### src/rtl/argmax_stream.sv
// argmax_stream
//   Streaming arg-max over frames of N scores. Scores arrive one per accepted
//   beat on a valid/ready input. The winning score and its position within
//   the frame are presented on a valid/ready output once the last beat of
//   the frame has been accepted. Strict greater-than means the earliest
//   index wins a tie. SIGNED selects two's-complement or unsigned compare.
//
// Ports
//   i_clk    : clock, rising edge
//   i_rst    : synchronous active-high reset
//   i_data   : score input (DW bits)
//   i_valid  : i_data is valid
//   o_ready  : block accepts a score this cycle
//   o_max    : winning score of the last completed frame
//   o_idx    : index (0..N-1) of the winning score
//   o_valid  : o_max/o_idx are valid
//   i_ready  : downstream accepts the result
module argmax_stream #(
  parameter int DW     = 32,
  parameter int N      = 5,
  parameter int IW     = 3,
  parameter int SIGNED = 1
) (
  input  logic          i_clk,
  input  logic          i_rst,
  input  logic [DW-1:0] i_data,
  input  logic          i_valid,
  output logic          o_ready,
  output logic [DW-1:0] o_max,
  output logic [IW-1:0] o_idx,
  output logic          o_valid,
  input  logic          i_ready
);

  typedef enum logic {ACC, OUT} state_e;

  localparam logic [IW-1:0] LAST = IW'(N - 1);

  state_e        state_q, state_d;
  logic [IW-1:0] cnt_q, cnt_d;
  logic [DW-1:0] max_q, max_d;
  logic [IW-1:0] idx_q, idx_d;
  logic [DW-1:0] o_max_q, o_max_d;
  logic [IW-1:0] o_idx_q, o_idx_d;
  logic          o_valid_q, o_valid_d;

  logic in_fire;
  logic gt;
  logic win;

  assign o_ready = (state_q == ACC) && !i_rst;
  assign o_max   = o_max_q;
  assign o_idx   = o_idx_q;
  assign o_valid = o_valid_q;

  always_comb begin
    state_d   = state_q;
    cnt_d     = cnt_q;
    max_d     = max_q;
    idx_d     = idx_q;
    o_max_d   = o_max_q;
    o_idx_d   = o_idx_q;
    o_valid_d = o_valid_q;

    in_fire = i_valid && o_ready;
    if (SIGNED != 0) gt = $signed(i_data) > $signed(max_q);
    else             gt = i_data > max_q;
    // Element 0 always loads; later elements only on a strict win.
    win = (cnt_q == '0) || gt;

    case (state_q)
      ACC: begin
        if (in_fire) begin
          if (win) begin
            max_d = i_data;
            idx_d = cnt_q;
          end
          if (cnt_q == LAST) begin
            // Result is taken from the same selection the running max uses,
            // so a winning last beat is included in this frame's output.
            cnt_d     = '0;
            state_d   = OUT;
            o_max_d   = win ? i_data : max_q;
            o_idx_d   = win ? cnt_q  : idx_q;
            o_valid_d = 1'b1;
          end else begin
            cnt_d = cnt_q + 1'b1;
          end
        end
      end
      OUT: begin
        if (i_ready) begin
          state_d   = ACC;
          o_valid_d = 1'b0;
        end
      end
      default: state_d = ACC;
    endcase
  end

  always_ff @(posedge i_clk) begin
    if (i_rst) begin
      state_q   <= ACC;
      cnt_q     <= '0;
      max_q     <= '0;
      idx_q     <= '0;
      o_max_q   <= '0;
      o_idx_q   <= '0;
      o_valid_q <= 1'b0;
    end else begin
      state_q   <= state_d;
      cnt_q     <= cnt_d;
      max_q     <= max_d;
      idx_q     <= idx_d;
      o_max_q   <= o_max_d;
      o_idx_q   <= o_idx_d;
      o_valid_q <= o_valid_d;
    end
  end

endmodule

### config.mk
export PLATFORM = sky130hd
export DESIGN_NAME = argmax_stream
export DESIGN_NICKNAME = d
export VERILOG_FILES = /design/src/rtl/argmax_stream.sv
export SDC_FILE = /design/constraint.sdc
export NUM_CORES = 1
export LEC_CHECK = 0
export BUFFER_PORTS_ARGS = -buffer_cell sky130_fd_sc_hd__buf_2
export CORE_ASPECT_RATIO = 1.75
export CORE_MARGIN = 2
export CORE_UTILIZATION = 30
export DETAILED_ROUTE_END_ITERATION = 7
export SYNTH_ARGS = -nofsm -noshare
export SYNTH_HDL_FRONTEND = slang
export SYNTH_SLANG_ARGS = --single-unit
export TNS_END_PERCENT = 30
### constraint.sdc
create_clock -name i_clk -period 3.5 [get_ports i_clk]
set_input_delay 0.35 -clock i_clk [delete_from_list [all_inputs] [get_ports i_clk]]
set_output_delay 0.35 -clock i_clk [all_outputs]
set_load 0.005 [all_outputs]
==> results of run 1 <==
-- cell usage after synthesis (2+ instances only) --
cell      count  area, um^2
nor2_1        8       30.03
o221ai_1     31       271.5
a22o_1       34       297.8
ha_1         34       425.4
nand2_1      78       292.8
a21oi_1      18       90.09
nand4_1      37       231.5
buf_2         7       35.03
nor4_2        2       25.02
buf_4         3       22.52
nand2b_1      2       12.51
a21o_1        2       15.01
dfxtp_1      75        1501
nand3_1       4       20.02
inv_1        37       138.9
o21ai_0       3       15.01
o211ai_1      4       30.03
nor3_1        2       10.01
a311o_1       3       30.03
clkbuf_1     22       82.58
nor3b_1       3       22.52
-- routing by layer --
metal	wire length (um)	part of all wire	track usage
met1	4097	0.41	0.1661
met3	307	0.030	0.03294
met5	0	0	0
met4	210	0.021	0.06752
met2	5467	0.54	0.2769
-- flip-flops by register name, summed over array words and instances (netlist names) --
register,cells
cnt_q,3
idx_q,3
o_max,32
o_valid,1
state_q,1
o_idx,3
max_q,32
-- cells by family after synthesis --
logic type                 Yosys count  synth area share
AOI/OAI and AO/OA                  107            0.2334
adders and majority gates           34            0.1113
DFF                                 75            0.3928
and+or+nand+nor                    144            0.1863
xor gates and xnor gates             1          0.002292
buffers and inverters               70           0.07397
-- worst reg2reg max path, cell delays in order, from the launching register on --
cell and delay [ps]:
dfxtp_1 350, inv_1 50, ha_1 420, nand4_1 220
nor4_2 390, nand4_2 200, nor3_4 320, o311a_1 350
o32ai_4 120, buf_12 170, buf_4 180, a22o_1 240
-- through the flow --
stage | setup slack, ps | utilization | hold slack [ps]
after floorplan | 870.3 | - | 448.8
after global placement | 264.2 | 0.3511 | 457.9
after detailed placement | 107.2 | 0.3511 | 466.9
after CTS | 193.2 | 0.3791 | 255.2
after global routing | 95.61 | 0.3813 | 268.5
final | 362.9 | 0.3813 | 269.8
-- final cells by class --
cell class / instances / share of cell area
multi-input combinational: 286 / 0.4328
sequential: 75 / 0.3167
timing repair buffer: 86 / 0.1035
clock buffer: 13 / 0.05912
tap: 168 / 0.04434
inverter: 37 / 0.02930
clock inverter: 3 / 0.01425
-- power groups by stage --
| stage | Combinational, uW | Clock, uW | Sequential, uW |
|---|---|---|---|
| 2_1_floorplan | 249 | 0 | 936 |
| 3_3_place_gp | 365 | 0 | 945 |
| 3_5_place_dp | 378 | 0 | 945 |
| 4_1_cts | 380 | 1080 | 928 |
| 5_1_grt | 426 | 1120 | 933 |
| 6_report | 380 | 1050 | 928 |
-- how the worst min path moves through the flow --
stage          startpoint  slack [ps]         to  cells after the start
3_5_place_dp      state_q         470    state_q                      1
5_1_grt        i_data[10]         270  max_q[10]                      2
6_report       i_data[29]         270  max_q[29]                      2
3_3_place_gp      state_q         460    state_q                      1
4_1_cts         i_data[9]         260   max_q[9]                      2
2_1_floorplan    idx_q[0]         450   idx_q[0]                      1
==> metrics, run 1 <==
Worst Clk Skew=8.115 ps; clock sinks=75; Final GP Congestion=0.7929; Cell Area, Synth=0.003822 mm^2; Pint=1739 uW; setup TNS=0 ps; ordered list of cells on the worst path=inv_1 > ha_1 > nand4_1 > nor4_2 > nand4_2 > nor3_4 > o311a_1 > o32ai_4 > buf_12 > buf_4 > a22o_1; total congestion overflow=0; Post-CTS Repair Setup Buffers=0; drt wl/cell=15.10 um; max_slew headroom=0.2415; largest net degree at the start of global routing=60; synthesized net count=501; Multi-input gate area=0.002052 mm^2; Core Region=0.01243 mm^2; cts bufs inserted=9; drt pass-1 iters=5; # fillers=approximately 1300; final WL=10080 um; Hold Vio Cnt, Final=0; f_max=roughly 0.32 GHz; number of primary I/O pins=between 70 and 80; Switching Share=0.2627; Total Routing Usage GR=0.1540; Sequential Area=about 0.0015 mm^2; Max Slew Vio Count=0; sequential power share=0.393; Root Buffer=clkbuf_16; final setup violation count=0; clock latency at the later pin of the worst-skew pair=340 ps; worst hold path type=primary input to register; async set-reset flop share out of synthesis=0; initial antenna violation count=0; Post-Place Cells=650; status=completed; CP Data Required Time=3720 ps; post-synthesis cell type count=43; FF-to-FF setup slack=between 300 and 400 ps; Worst VDD drop=261.7 uV; fin area=0.004741 mm^2; Die Wd=89.33 um; Avg Cell Area, Syn=around 8.9 um^2; Psw=between 600 and 700 uW; Final Critical Period=3137 ps; post-route ant nets=0; most used flip-flop cell after synthesis=dfxtp_1; number of diodes=0; Synth Warn #=0; share of cells above drive strength 1=0.2240; drt drc=0; cts repair resizes=0; I/O Buffers=72; Initial Util=0.3075; Levels on crit path=11; Crit path largest cell delay=420 ps; DRT iter0 DRCs=around 120; hpwl dp=7458 um; critical path class=register to register; vias in the first global route=3450; leak pwr=0.001951 uW; Worst setup endpoint=max_q[13]; synthesized instance count=431; Vias=between 3000 and 4000; reg2reg end=max_q[13]; Pwr Total=about 2400 uW; Worst Path Buf+Inv=3; first-pass GRT wire length=16460 um; Final period util=0.8963; reg-to-reg startpoint=max_q[31]; placed cell area=0.004365 mm^2; H-Tree Depth=3; Reg2Reg Depth=11; CP endpoint kind=register; Via density=5.141; register bit count reported by yosys=75; sequential fraction of the synthesis area=0.3928; startpoint types=register; combinational power share=0.161; Non-Filler Instances=668; crit path from=max_q[31]; clk slew on worst S/H paths=about 60 ps; Post-synth EDFFs=0; die area=0.01370 mm^2; Worst Max-Slew Pin Slew=~1100 ps; CTS tree=done; Clk network pwr share=0.445; Max Buffers Root-to-Sink=2; top fanout value on the critical path=13; Max stage delay cell, worst path=ha_1; WP data arrival=3360 ps; RSZ-0062 raised after global routing=false; row count=54; Area Growth Syn to Fin=24.03%; most common cell after layout, fill and taps aside=nand2_1; Max Cap Viol=0; hold-fix buffers at CTS=0; Top delay family on crit path=simple AND/OR/NAND/NOR gates; Die Height=153.3 um; final net count=around 570; PD cells=497.5 mW/mm^2; commonest cells after routing, fill and taps aside=nand2_1, dfxtp_1, buf_2
No activity file was read; power rests on OpenSTA's default activity.
==> inputs of run 2 (changes only) <==
==> constraint.sdc (replaced) <==
create_clock -name i_clk -period 2.8 [get_ports i_clk]
set_input_delay 0.28 -clock i_clk [delete_from_list [all_inputs] [get_ports i_clk]]
set_output_delay 0.28 -clock i_clk [all_outputs]
set_load 0.005 [all_outputs]
==> run 2 against run 1 <==
Against the previous run: sequential share of layout area down 3.1 points; first-iteration DRC count down 3.2%; sequential power grew 25%; highest routed layer unchanged; die area did not move; routed wire length is 13% higher; power up 29%; non-clock buffer count is 39 higher; largest cell class unchanged; the run now ends with setup timing left.
==> metrics, run 2 (synthesis gave the netlist of run 1 again) <==
FF-to-FF setup slack=-30 ps (-390 ps); Root Buffer=clkbuf_16; DRT iter0 DRCs=120 (-3.2%); worst hold path type=primary input to register; final WL=11390 um (+13%); fin area=0.005300 mm^2 (+12%); Max Slew Vio Count=0 (unchanged); Hold Vio Cnt, Final=0 (unchanged); # fillers=1274 (-2.3%); drt pass-1 iters=4 (-1); Clk network pwr share=0.397 (-0.048); CP Data Required Time=3090 ps (-630 ps); Total Routing Usage GR=0.1629 (+0.008962); hold_sp=i_data[25]; PD cells=574.0 mW/mm^2 (+15%); number of primary I/O pins=73 (unchanged); Max Cap Viol=0 (unchanged); Worst Max-Slew Pin Slew=476.9 ps (-659.7 ps); Via density=5.190 (+0.95%); startpoint types=register; total congestion overflow=0 (unchanged); vias in the first global route=3632 (+5.3%); Area Growth Syn to Fin=38.66%; Final GP Congestion=0.7763 (-2.1%); top fanout value on the critical path=8 (-5); RSZ-0062 raised after global routing=true; commonest cells after routing, fill and taps aside=nand2_1, buf_2, dfxtp_1; Max Buffers Root-to-Sink=2 (unchanged); drt wl/cell=16.10 um (+6.7%); post-route ant nets=0 (unchanged); Pint=2192 uW (+26%); first-pass GRT wire length=17360 um (+5.4%); Die Wd=89.33 um (unchanged); final net count=604 (+6.9%); sequential power share=0.382 (-0.011); Switching Share=0.2793 (+0.01667); largest net degree at the start of global routing=78 (+30%); Core Region=0.01243 mm^2 (unchanged); f_max=0.3538 GHz (+11%); CTS tree=done; H-Tree Depth=3 (unchanged); placed cell area=0.004638 mm^2 (+6.2%); max_slew headroom=0.6817 (+0.4403); Final period util=1.009 (+0.1131); setup ws final=-26.27 ps (-389.2 ps); WP data arrival=3110 ps (-250 ps); cts bufs inserted=9 (unchanged); most common cell after layout, fill and taps aside=nand2_1; Psw=849.8 uW (+37%); reg-to-reg startpoint=max_q[17]; die area=0.01370 mm^2 (unchanged); status=finished with violations; share of cells above drive strength 1=0.3358 (+0.1118); clk slew on worst S/H paths=60 ps (about the same); Worst Clk Skew=5.653 ps (-2.461 ps); Die Height=153.3 um (unchanged); number of diodes=0 (unchanged); failing checks=setup timing; leak pwr=0.002192 uW (+12%); Final Critical Period=2826 ps (-310.8 ps); row count=54 (unchanged); Vias=3669 (+6.8%); Worst VDD drop=283.1 uV (+8.2%); Initial Util=0.3075 (unchanged); final setup violation count=14 (+14); I/O Buffers=72 (unchanged); final core utilization=0.4263 (+0.04499); initial antenna violation count=0 (unchanged); crit path from=max_q[17]; clock sinks=75 (unchanged); critical path class=register to register; CP endpoint kind=register; hpwl dp=7769 um (+4.2%); drt drc=0 (unchanged); combinational power share=0.221 (+0.060); hold-fix buffers at CTS=0 (unchanged); clock latency at the later pin of the worst-skew pair=340 ps (about the same)
==> run 2: power groups by stage <==
stage          clock network, uW  logic [uW]  registers [uW]
2_1_floorplan                  0         312            1170
3_5_place_dp                   0         562            1180
5_1_grt                     1270         736            1170
6_report                    1210         672            1160
3_3_place_gp                   0         550            1180
4_1_cts                     1220         569            1160
==> run 2: path summary, 6_finish.rpt <==
check             cells after the start         to
hold reg to reg                       1  max_q[25]
setup / recovery                     12  max_q[13]
hold / removal                        2  max_q[25]
setup reg to reg                     12  max_q[13]
==> run 2: critical path, stage by stage (launching register included) <==
cell and delay, ps:
dfxtp_2 330, inv_2 40, ha_4 200, a21o_1 150, a221o_1 320, a22oi_2 180, o211ai_1 170, buf_4 170
o311a_4 380, o32ai_4 320, buf_6 200, clkbuf_16 170, a22o_1 130
==> run 2: layout make-up <==
type                            instances  area (um^2)  share of cell area
Clock buffer                           12        266.5             0.05028
Clock inverter                          4        47.55            0.008971
Inverter                               37        138.9             0.02620
Multi-Input combinational cell        286         2213              0.4176
Sequential cell                        75         1515              0.2859
Tap cell                              168        210.2             0.03966
Timing Repair Buffer                  125        908.4              0.1714
==> run 2: metal layers <==
| layer | wire length [um] | vias to the layer above | GRT usage |
|---|---|---|---|
| met2 | 6107 | 69 | 0.2832 |
| met5 | 0 | - | 0 |
| met3 | 354 | 20 | 0.03132 |
| met1 | 4592 | 1776 | 0.1814 |
| li1 | - | 1804 | - |
| met4 | 331 | 0 | 0.08387 |
==> run 2: stage by stage <==
stage          total power (uW)  setup slack [ps]  hold slack, ps  instances  setup TNS, ps
2_1_floorplan              1482             170.3           405.5        431              0
3_3_place_gp               1727            -37.11           459.5        678         -870.8
5_1_grt                    3174            -116.7           187.7        707          -3354
3_5_place_dp               1741            -104.5           478.2        678          -2794
4_1_cts                    2951            -21.52           180.4        694         -314.6
6_report                   3042            -26.27           191.3        707         -184.0
==> run 2: what timing repair did <==
action / CTS / global route
buffers inserted: 0 / 10
pin swaps: 0 / 27
gates resized for setup: 1 / 42
setup endpoints to repair: 29 / 69
gates cloned: 0 / 3
==> inputs of run 3 (changes only) <==
--- a/config.mk
+++ b/config.mk
@@ -8,8 +8,9 @@
 export BUFFER_PORTS_ARGS = -buffer_cell sky130_fd_sc_hd__buf_2
 export CORE_ASPECT_RATIO = 1.75
 export CORE_MARGIN = 2
-export CORE_UTILIZATION = 30
+export CORE_UTILIZATION = 45
 export DETAILED_ROUTE_END_ITERATION = 7
+export PLACE_DENSITY = 0.7
 export SYNTH_ARGS = -nofsm -noshare
 export SYNTH_HDL_FRONTEND = slang
 export SYNTH_SLANG_ARGS = --single-unit
==> run 3 against run 2 <==
Against the previous run: the run still ends with setup timing left; non-clock buffer count shrank 2; maximum frequency shrank 1.6%; worst hold slack lost 0.92 ps; critical endpoint is now max_q[8]; highest routed layer unchanged.
==> metrics, run 3 (synthesis gave the netlist of run 1 again) <==
status=finished with violations; failing checks=setup timing; Die Wd=73.67 um (-18%); PD cells=582.9 mW/mm^2 (+1.6%); critical path class=register to register; number of primary I/O pins=73 (unchanged); Root Buffer=clkbuf_16; clk slew on worst S/H paths=60 ps (about the same); Total Routing Usage GR=0.2183 (+0.05539); RSZ-0062 raised after global routing=true; Post-Place Cells=596 (-12%); drt drc=0 (unchanged); setup ws final=-72.06 ps (-45.79 ps); initial antenna violation count=0 (unchanged); Place WS=-72.25 ps (+32.26 ps); # fillers=687 (-46%); Pwr Total=3040 uW (about the same); cts bufs inserted=9 (unchanged); Die Height=125.9 um (-18%); share of cells above drive strength 1=0.3166 (-0.01923); Max Slew Vio Count=0 (unchanged); post-route ant nets=0 (unchanged); Final Critical Period=2872 ps (+45.79 ps); CP Data Required Time=3080 ps (about the same); CTS tree=done; startpoint types=register; Max Buffers Root-to-Sink=2 (unchanged); most common cell after layout, fill and taps aside=nand2_1; H-Tree Depth=3 (unchanged); first-pass GRT wire length=16010 um (-7.8%); Via density=5.960 (+15%); total congestion overflow=0 (unchanged); Crit path largest cell delay=410 ps (+30 ps); largest net degree at the start of global routing=54 (-31%); max_slew headroom=0.5386 (-0.1431); final WL=10870 um (-4.5%); final setup violation count=37 (+23); Worst Path Buf+Inv=5 (+1); Hold WS=190.3 ps (-0.9240 ps); Final GP Congestion=0.7734 (-0.37%); clock sinks=75 (unchanged); ordered list of cells on the worst path=inv_2 > ha_4 > nand4_1 > nor4_4 > a22oi_2 > o211ai_1 > buf_4 > nor4_4 > buf_4 > o32ai_4 > buf_6 > clkbuf_16 > a22o_1; I/O Buffers=72 (unchanged); Max stage delay cell, worst path=nor4_4; Area Growth Syn to Fin=36.43%; row count=44 (-19%); commonest cells after routing, fill and taps aside=nand2_1, buf_2, dfxtp_1; leak pwr=0.002190 uW (about the same); drt wl/cell=17.29 um (+7.4%); Top delay family on crit path=compound AO/OA/AOI/OAI gates; final net count=602 (-0.33%); drt pass-1 iters=4 (unchanged); Worst VDD drop=371.8 uV (+31%); WP data arrival=3150 ps (+40 ps); DRT iter0 DRCs=187 (+56%); Worst Max-Slew Pin Slew=691.3 ps (+214.4 ps); hpwl dp=7019 um (-9.6%); f_max=0.3482 GHz (-1.6%); Max Cap Viol=0 (unchanged); top fanout value on the critical path=6 (-2); Non-Filler Instances=629 (-11%); final core utilization=0.6315 (+0.2052); Initial Util=0.4629 (+0.1554); Core Region=0.008258 mm^2 (-34%); CP endpoint kind=register; Worst Clk Skew=3.739 ps (-1.914 ps); die area=0.009277 mm^2 (-32%); Final period util=1.026 (+0.01635); Hold Vio Cnt, Final=0 (unchanged); worst hold path type=primary input to register; Vias=3749 (+2.2%); FF-to-FF setup slack=-70 ps (-50 ps); vias in the first global route=3431 (-5.5%); clock latency at the later pin of the worst-skew pair=340 ps (about the same); number of diodes=0 (unchanged)
[run 3: cell count changes in the layout (fill, tap and decap cells not counted), sizes merged]
cell | previous run | this run
buf | 122 | 119
clkbuf | 15 | 19
clkinv | 2 | 0
clkinvlp | 1 | 0
[run 3: area by class of cell]
class,count,area (um^2),share of cell area
Timing Repair Buffer,123,940.9,0.1804
Sequential cell,75,1510,0.2896
Clock buffer,15,277.8,0.05326
Tap cell,92,115.1,0.02207
Multi-Input combinational cell,286,2202,0.4223
Inverter,37,138.9,0.02663
Clock inverter,1,30.03,0.005758
[run 3: power breakdown]
group          internal [uW]  switching [uW]
combinational            323             367
clock                    764             426
sequential              1120            39.5
[run 3: repair_timing]
action | CTS | global route
endpoints found under the hold margin | 0 | 0
hold buffers | 0 | 0
gates resized for setup | 1 | 33
pin swaps | 0 | 43
buffers inserted | 0 | 25
setup endpoints to repair | 23 | 69
cloned | 0 | 5
[run 3: final timing paths]
kind	start	to	depth (start not counted)
max	max_q[26]	max_q[8]	13
min	i_data[7]	max_q[7]	2
max reg2reg	max_q[26]	max_q[8]	13
min reg2reg	state_q	state_q	1
[run 3: stage by stage]
stage	instance area, um^2	setup TNS, ps
final	5215	-1724
after global routing	5215	-5640
after CTS	4835	-399.5
after detailed placement	4523	-1943
after global placement	4523	-44.16
after floorplan	3822	0
[run 3: routing by layer]
| layer | wire length [um] | track usage |
|---|---|---|
| met5 | 0 | 0 |
| met4 | 228 | 0.08128 |
| met3 | 389 | 0.03280 |
| met2 | 5864 | 0.3955 |
| met1 | 4391 | 0.2485 |
